**src/rtl/input_conditioner.sv**
```systemverilog
// Per-channel debouncer with one-cycle rise/fall pulses, paced by a shared sample tick.
// Define INPUT_CONDITIONER_SYNC_EN to insert a 2-flop synchronizer per channel ahead of the debouncer.
module input_conditioner #(
   parameter int WIDTH          = 1,
   parameter int SAMPLE_CNT_MAX = 25000,
   parameter int PULSE_CNT_MAX  = 150
) (
   input  logic             clk,
   input  logic             rst_n,
   input  logic [WIDTH-1:0] sync_in,
   output logic [WIDTH-1:0] debounced_out,
   output logic [WIDTH-1:0] rise_pulse,
   output logic [WIDTH-1:0] fall_pulse
);
   localparam int SCW = (SAMPLE_CNT_MAX > 1) ? $clog2(SAMPLE_CNT_MAX) : 1;
   localparam int PCW = $clog2(PULSE_CNT_MAX + 1);
   localparam logic [SCW-1:0] SAMPLE_LAST = SCW'(SAMPLE_CNT_MAX - 1);
   localparam logic [PCW-1:0] PULSE_LAST  = PCW'(PULSE_CNT_MAX - 1);

   logic [SCW-1:0]            sample_cnt_r;
   logic [SCW-1:0]            sample_cnt_nxt_s;
   logic                      sample_tick_s;
   logic [WIDTH-1:0]          chan_in_s;
   logic [WIDTH-1:0][PCW-1:0] chan_cnt_r;
   logic [WIDTH-1:0][PCW-1:0] chan_cnt_nxt_s;
   logic [WIDTH-1:0]          level_nxt_s;
   logic [WIDTH-1:0]          prev_r;

`ifdef INPUT_CONDITIONER_SYNC_EN
   logic [WIDTH-1:0] sync_meta_r;
   logic [WIDTH-1:0] sync_stage_r;

   // Two-flop synchronizer so sync_in may be fully asynchronous to clk.
   always_ff @(posedge clk or negedge rst_n) begin
      if (!rst_n) begin
         sync_meta_r  <= {WIDTH{1'b0}};
         sync_stage_r <= {WIDTH{1'b0}};
      end else begin
         sync_meta_r  <= sync_in;
         sync_stage_r <= sync_meta_r;
      end
   end

   assign chan_in_s = sync_stage_r;
`else
   assign chan_in_s = sync_in;
`endif

   // Free-running sample counter; the tick is its last count, so SAMPLE_CNT_MAX=1 ticks every cycle.
   always_comb begin
      sample_tick_s = (sample_cnt_r == SAMPLE_LAST);
      if (sample_tick_s) begin
         sample_cnt_nxt_s = {SCW{1'b0}};
      end else begin
         sample_cnt_nxt_s = sample_cnt_r + SCW'(1);
      end
   end

   // Per-channel run counter of consecutive differing samples; the level flips on the last one.
   always_comb begin
      chan_cnt_nxt_s = chan_cnt_r;
      level_nxt_s    = debounced_out;
      for (int i = 0; i < WIDTH; i++) begin
         if (!sample_tick_s) begin
            chan_cnt_nxt_s[i] = chan_cnt_r[i];
         end else if (chan_in_s[i] == debounced_out[i]) begin
            chan_cnt_nxt_s[i] = {PCW{1'b0}};
         end else if (chan_cnt_r[i] == PULSE_LAST) begin
            chan_cnt_nxt_s[i] = {PCW{1'b0}};
            level_nxt_s[i]    = chan_in_s[i];
         end else begin
            chan_cnt_nxt_s[i] = chan_cnt_r[i] + PCW'(1);
         end
      end
   end

   // State registers; asynchronous reset drops all partial debounce progress.
   always_ff @(posedge clk or negedge rst_n) begin
      if (!rst_n) begin
         sample_cnt_r  <= {SCW{1'b0}};
         chan_cnt_r    <= {(WIDTH*PCW){1'b0}};
         debounced_out <= {WIDTH{1'b0}};
         prev_r        <= {WIDTH{1'b0}};
      end else begin
         sample_cnt_r  <= sample_cnt_nxt_s;
         chan_cnt_r    <= chan_cnt_nxt_s;
         debounced_out <= level_nxt_s;
         prev_r        <= debounced_out;
      end
   end

   // Pulses come only from registers, so they appear in the first cycle the new level is visible.
   assign rise_pulse = debounced_out & ~prev_r;
   assign fall_pulse = ~debounced_out & prev_r;

endmodule

```
**config.mk**
```make
export PLATFORM = sky130hd
export DESIGN_NAME = input_conditioner
export DESIGN_NICKNAME = d
export VERILOG_FILES = /design/src/rtl/input_conditioner.sv
export SDC_FILE = /design/constraint.sdc
export NUM_CORES = 1
export LEC_CHECK = 0
export ABC_AREA = 1
export CORE_ASPECT_RATIO = 0.8
export CORE_MARGIN = 2
export CORE_UTILIZATION = 37
export DETAILED_ROUTE_END_ITERATION = 12
export GPL_ROUTABILITY_DRIVEN = 1
export GPL_TIMING_DRIVEN = 0
export HOLD_SLACK_MARGIN = 0.03
export PLACE_DENSITY = 0.58
export SLEW_MARGIN = 20
export SYNTH_ARGS = -nofsm -noshare
export SYNTH_HDL_FRONTEND = slang
export SYNTH_SLANG_ARGS = --single-unit
```
**constraint.sdc**
```tcl
create_clock -name clk -period 4.6 [get_ports clk]
set_clock_uncertainty 0.2 [all_clocks]
set_input_delay 0.92 -clock clk [delete_from_list [all_inputs] [get_ports clk]]
set_output_delay 0.92 -clock clk [all_outputs]
set_load 0.02 [all_outputs]
```
# Yosys cells after proc, flatten, opt, wreduce, memory -nomap -nowiden
# Index checks and enable logic that the tools add are counted.
[classes]
add_sub_neg = 2
n_eq_ne = 3
mux = 3
n_bitwise = 5
n_reduce_logical = 1
[ops]
columns = ["operator", "n"]
rows = [
  ["$mux 8", 2],
  ["$add 15x1->15 const B", 1],
  ["$eq 15x15->1 const B", 1],
  ["$mux 15", 1],
  ["$add 8x1->8 const B", 1],
  ["$eq 8x8->1 const B", 1],
  ["$not 1->1", 3],
  ["$reduce_and 3->1", 1],
  ["$and 1x1->1", 2],
  ["$eq 1x1->1", 1],
]
[word_totals]
ff_bits = 25
in_bits = 3
output_inout_bits = 3
elab_cells = 18

# Depth between registers and ports, before layout
# Gate-level depths: netlist (run 1).
[logic_depth]
word_depth = 3
mapped_depth = 9
ltp_nobuf = 9

# Worst setup path before layout (run 1)
# Ideal clock, no wire load.
[synth_timing]
kind = "flip-flop to output port"
startpoint = "register debounced_out"
endpoint = "output rise_pulse"
t_arrival_ps = 859
t_required_ps = 3480
slack_ps = 2621
path_stages_with_launch = 3
path_buffers = 0
path_cell_list = "dfrtp_1 inv_1 nor2_1"
[synth_via]
elab_chain_cells = 1
[synth_rtl]
columns = ["element", "line", "rtl"]
rows = [
  ["start, declared", "11", "output logic [WIDTH-1:0] debounced_out,"],
  ["start signal, assigned", "82", "debounced_out <= {WIDTH{1'b0}};"],
  ["start signal, assigned", "87", "debounced_out <= level_nxt_s;"],
  ["$and 1x1->1", "93", "assign rise_pulse = debounced_out & ~prev_r;"],
  ["end, declared", "12", "output logic [WIDTH-1:0] rise_pulse,"],
]
# No other way between the ends.

# Worst setup path after layout (run 1)
# Same ends and word-level chain as after synthesis.

==> results of run 1 <==
-- metal layers --
| metal | part of all wire, % | vias to the layer above | GRT usage (%) |
|---|---|---|---|
| li1 | - | 663 | - |
| met1 | 58 | 530 | 22.56 |
| met2 | 36 | 25 | 19.13 |
| met3 | 5.3 | 2 | 3.519 |
| met4 | 0.92 | 0 | 3.896 |
| met5 | 0 | - | 0 |
-- layout by cell type, fill, tap and decap left out --
cell	instances
nand4_1	8
inv_1	32
o21ai_0	3
clkdlybuf4s50_1	4
nand2_2	3
xnor2_1	1
nand3_1	14
dfrtp_1	25
nand3_2	3
a21oi_1	3
o21ai_1	2
xor2_1	10
inv_2	2
clkbuf_2	1
clkbuf_8	3
buf_6	2
buf_2	2
o21bai_1	1
nand2_1	48
clkinv_2	1
nor3_1	4
ha_1	3
nor2_4	4
nor2_1	40
-- layout make-up --
cell class,instances,area share (%)
multi-input combinational,147,44.08
sequential,25,36.98
inverter,34,7.544
tap,55,4.068
timing repair buffer,5,2.663
clock buffer,3,2.441
buffer,4,1.923
clock inverter,1,0.2959
-- worst paths after layout --
check                                          start                          to  slack [ns]  cells past startpoint
min in group asynchronous                      rst_n  sample_cnt_r[13]$_DFF_PN0_        0.43                      1
max reg2reg                sample_cnt_r[0]$_DFF_PN0_  sample_cnt_r[14]$_DFF_PN0_        2.91                      8
min reg2reg                debounced_out$_DFFE_PN0P_            prev_r$_DFF_PN0_        0.28                      0
max in group asynchronous                      rst_n   chan_cnt_r[6]$_DFFE_PN0N_        3.40                      1
max                        debounced_out$_DFFE_PN0P_                  rise_pulse        2.02                      3
min                        debounced_out$_DFFE_PN0P_            prev_r$_DFF_PN0_        0.28                      0
-- power by group through the flow --
| stage | Combinational [mW] | Clock (mW) | Sequential [mW] |
|---|---|---|---|
| global placement | 0.00953 | 0 | 0.225 |
| global route | 0.0105 | 0.144 | 0.220 |
| CTS | 0.00925 | 0.138 | 0.220 |
| finish | 0.00862 | 0.129 | 0.220 |
| detailed placement | 0.00918 | 0 | 0.225 |
| floorplan | 0.00278 | 0 | 0.225 |
-- registers in the layout, summed over array words and instances (netlist names) --
name           count
sample_cnt_r      15
debounced_out      1
chan_cnt_r         8
prev_r             1
-- cell families after synthesis --
logic type / after synthesis / share of synthesized area, %
adder cells (fa/ha/maj): 3 / 2.451
AO/OA/AOI/OAI: 9 / 3.104
flip-flops: 25 / 40.85
AND/OR/NAND/NOR: 124 / 36.85
buffers and inverters: 38 / 10.46
XOR/XNOR: 11 / 6.291
-- per-stage QoR --
stage | hold slack (ns) | cells | power [mW] | util, %
after global routing | 0.3011 | 274 | 0.3752 | 43.61
after global placement | 0.2646 | 270 | 0.2343 | 42.55
after CTS | 0.2829 | 274 | 0.3671 | 43.61
after detailed placement | 0.2572 | 270 | 0.2339 | 42.42
final | 0.2836 | 274 | 0.3579 | 43.61
after floorplan | 0.2535 | 210 | 0.2275 | -
==> impl_metrics.csv, run 1 <==
group,metric,value,unit
logic_synthesis,ys_warn_count,0,
global_route,grt_max_degree,26,
finish,antennaDiodeCount,0,
critical_path,cp_slowest_stage_delay,0.61,ns
detailed_routing,vias,1220,
global_route,grt_usage,14.31,%
finish,seq_area,625.6,sq um
logic_synthesis,synth_top_area_share,40.85,%
floorplanning,ios,6,
critical_path,start_kind,"flop",
logic_synthesis,synth_top_area_cell,"dfrtp_1",
timing,tns,0,ns
timing,setup_viol,0,
timing,slew_violations,0,
floorplanning,core_area,3879,sq um
logic_synthesis,synth_edf_count,0,
clock_network,cts_buffers,3,
floorplanning,die_area,4673,sq um
logic_synthesis,syn_inst,210,
logic_synthesis,synth_common_cells,"nand2_1 (48), nor2_1 (40), inv_1 (32), dfrtp_1 (25), nand3_1 (14)",
power,clkPwrFrac,36.0,%
logic_synthesis,synth_area,1531,sq um
clock_network,clock_latency,0.27,ns
power,combinationalPowerShare,2.4,%
run_status,status,"completed",
clock_network,cts_hold_buf,0,
critical_path,crit_fanout,5,
critical_path,cp_data_required_time,3.48,ns
global_route,antenna_found_initial,0,
logic_synthesis,synth.distinct_cells,21,
power,p_int,0.2827,mW
min_path,hold_path.class,"reg2reg",
detailed_routing,avgRoutedWirePerCell,10.70,microns
floorplanning,die_w,75.93,microns
timing,worst_slack,2.016,ns
logic_synthesis,synthTopCellsByArea,"dfrtp_1 (41%), nand2_1 (12%), nor2_1 (9.8%), inv_1 (7.8%), xor2_1 (5.7%)",
run,drv_cap,0,
global_route,grt_pass1_vias,1081,
clock_network,post-cts-setup-buffers,0,
clock_network,clk_path_buf_depth,2,
timing,finalCritPeriodShare,56.17,%
power,p_switching,0.07518,mW
logic_synthesis,syn-num-nets,216,
finish,syn_to_final_growth,10.46,%
clock_network,clk_pin_slew_worst_paths,0.08,ns
logic_synthesis,ys_seq_area_share,40.85,%
placement,gp_routability_congestion,0.8006,
detailed_routing,firstDrtPassIters,4,
logic_synthesis,async_flop_share,100.0,%
floorplanning,rows,20,
logic_synthesis,ys_seq_elements,25,
finish,drive_gt1_share,9.589,%
critical_path,end_kind,"output pin",
detailed_routing,ant_nets,0,
critical_path,crit_chain,"inv_1, nor2_1, clkdlybuf4s50_1",
power,leakagePower,0.8861,nW
timing,slew_headroom,62.84,%
clock_network,root_buffer,"clkbuf_8",
timing,max_freq,387.0,MHz
floorplanning,fp.dieH,61.55,microns
logic_synthesis,syn_area_per_cell,7.293,sq um
timing,period_minus_slack,2.584,ns
clock_network,cts_resized,0,
power,vdd_drop_max,207.9,uV
detailed_routing,wl,2931,microns
power,power_density,211.6,nW/um^2
finish,final_area,1692,sq um
finish,multi_input_area,745.7,sq um
clock_network,htree_levels,1,
power,seq_power_share,61.6,%
finish,final_net_count,226,
placement,post-dp-hpwl,2283,microns
critical_path,cp_data_arrival_time,1.46,ns
floorplanning,initial_utilization,39.48,%
placement,port-buffer-count,5,
critical_path,cp_num_buf_inv,2,
critical_path,path_delay_family,"buffers and inverters",
timing,rsz0062_at_grt,"no",
detailed_routing,drc,0,
global_route,grt_pass1_wl,5092,microns
placement,pre_cts_slack,2.173,ns
detailed_routing,avgViaCountPerCell,4.453,
timing,hold_violations,0,
clock_network,cts_tree,"built",
logic_synthesis,post-synth-top-count-cell,"nand2_1",
detailed_routing,first_iter_violations,103,
critical_path,crit_type,"reg2out",
finish,fillers,401,
global_route,gr-total-overflow,0,
timing,worstMarginPinSlew,0.5574,ns
critical_path,slowest_stage,"clkdlybuf4s50_1",
clock_network,numClockSinks,25,
placement,placed_area,1645,sq um
logic_synthesis,ys.flop_type,"dfrtp_1",
power,switching_share,21.01,%
Power figures use the tool's default switching activity.
==> run 2, diff against run 1 <==
- clock period: 4.6 -> 2.6 ns (I/O delays scaled with it)
==> results of run 2 <==
The final DEF is identical to that of run 1. Status: completed.
Main changes from that run: setup slack after placement 2.173 ns -> 0.5726 ns; setup slack after layout 2.016 ns -> 0.4160 ns; hold slack 0.2836 ns -> 0.03006 ns; register-to-register setup slack 2.91 ns -> 0.91 ns; total power 0.3579 mW -> 0.6332 mW; worst IR drop on VDD 207.9 uV -> 367.8 uV
==> RTL edit: new RTL, flow settings as in run 2 <==
Build with the macro `INPUT_CONDITIONER_SYNC_EN` defined.
--- a/src/rtl/input_conditioner.sv
+++ b/src/rtl/input_conditioner.sv
@@ -1,5 +1,7 @@
 // Per-channel debouncer with one-cycle rise/fall pulses, paced by a shared sample tick.
 // Define INPUT_CONDITIONER_SYNC_EN to insert a 2-flop synchronizer per channel ahead of the debouncer.
+`define INPUT_CONDITIONER_SYNC_EN
+
 module input_conditioner #(
    parameter int WIDTH          = 1,
    parameter int SAMPLE_CNT_MAX = 25000,
Behaviour: no difference found for any inputs over 10 cycles, from zero or initial values and one cycle with rst_n low; that may be too few to reach the edited logic, so the function may still have changed.
==> RTL edit against run 2 <==
- total power grew 5.3%
- non-clock buffer count is the same
- design area rose by 3.1%
- critical endpoint unchanged
- sequential cell count grew 2
- core utilization shrank 1.6 points
- routed wire length fell by 2.7%
- maximum frequency increased by 0.54%
- worst setup slack gained 0.012 ns
- final cell count rose by 1.5%
- synthesized area is 3.3% higher
==> RTL edit: results (changes against run 2) <==
{| class="wikitable"
! Metric !! Value
|-
| Run status || complete, no violations
|-
| Slew HR || 61.48% (-1.4 points)
|-
| Register area share after synthesis || 42.72% (+1.9 points)
|-
| Total wire length || 2852 um (-2.7%)
|-
| Wire length of the first global-routing pass || 5209 um (+2.3%)
|-
| Global Route met1 Usage || 20.00% (-2.6 points)
|-
| Share of total power consumed by net switching || 20.30% (-0.71 points)
|-
| Final-layout worst hold slack || 0.03409 ns (+0.004029 ns)
|-
| FF-to-FF setup slack || 0.93 ns (+0.02 ns)
|-
| Post-layout power || 0.6670 mW (+5.3%)
|-
| Reg power frac || 63.2% (+1.6 points)
|-
| TritonCTS Buffers || 3 (unchanged)
|-
| Global routing met2 resource utilization || 19.52% (+0.38 points)
|-
| Static Leakage || 0.8729 nW (-1.5%)
|-
| Time the worst path needs with I/O delays and setup || 2.172 ns (-0.01163 ns)
|-
| Placed wire-length estimate || 2247 um (-1.6%)
|-
| Vias in the first global route || 1172 (+8.4%)
|-
| Number of fillers in the final layout || 458 (+14%)
|-
| Commonest cells in the netlist || nand2_1 (48), nor2_1 (40), inv_1 (32), dfrtp_1 (27), nand3_1 (14)
|-
| Largest cells by area after synthesis || dfrtp_1 (43%), nand2_1 (11%), nor2_1 (9.5%)
|-
| Iteration-0 DRC Markers || 57 (-45%)
|-
| Critical-path cell with the highest stage delay || clkdlybuf4s50_1
|-
| RD Place Congestion || 0.8445 (+5.5%)
|-
| Worst voltage drop across the vdd grid || 0.0003026 V (-18%)
|-
| Final nets || 228 (+0.88%)
|-
| Fraction of final layout cells sized beyond drive strength 1 || 9.502% (-0.087 points)
|-
| Global-route usage over all layers || 13.58% (-0.73 points)
|}
RTL edit: cell count changes after synthesis:
cell / run 2 / this run
dfrtp_1: 25 / 27
RTL edit: logic make-up (layout without fill, tap and decap cells):
family	count (synthesis)	in the layout	synth area share (%)
simple gates	124	124	35.68
buf+inv	38	47	10.13
compound gates	9	9	3.006
xor+xnor	11	11	6.092
fa+ha+maj	3	3	2.374
flops	27	27	42.72
RTL edit: final cells by class:
class | count | area share (%)
clock buffer | 3 | 2.367
tap | 57 | 4.089
timing repair buffer | 5 | 2.583
inverter | 34 | 7.317
buffer | 4 | 1.865
clock inverter | 1 | 0.2869
multi-input combinational | 147 | 42.75
sequential | 27 | 38.74
RTL edit: metal layers:
metal,wire [um],share of wire (%)
met1,1647,58
met2,1102,39
met3,62,2.2
met4,40,1.4
met5,0,0
RTL edit: critical path: cells and delay by family, from the launching register on:
kind	cells	cell delay [ns]
buf+inv	2	0.67
flops	1	0.42
simple gates	1	0.08
RTL edit: worst paths after layout:
kind / endpoint / cells after the start
max in group asynchronous: sample_cnt_r[3]$_DFF_PN0_ / 1
worst max-delay path: rise_pulse / 3
worst min-delay path: chan_cnt_r[0]$_DFFE_PN0N_ / 1
min in group clk: chan_in_s$_DFF_PN0_ / 0
worst max register to register: sample_cnt_r[14]$_DFF_PN0_ / 8
worst min register to register: chan_in_s$_DFF_PN0_ / 0
RTL edit: per-stage QoR:
step	std cells	instance area (um^2)	util, %
floorplan	212	1582	-
global placement	274	1703	41.02
detailed placement	274	1698	40.90
CTS	278	1744	42.01
global route	278	1744	42.01
finish	278	1744	42.01
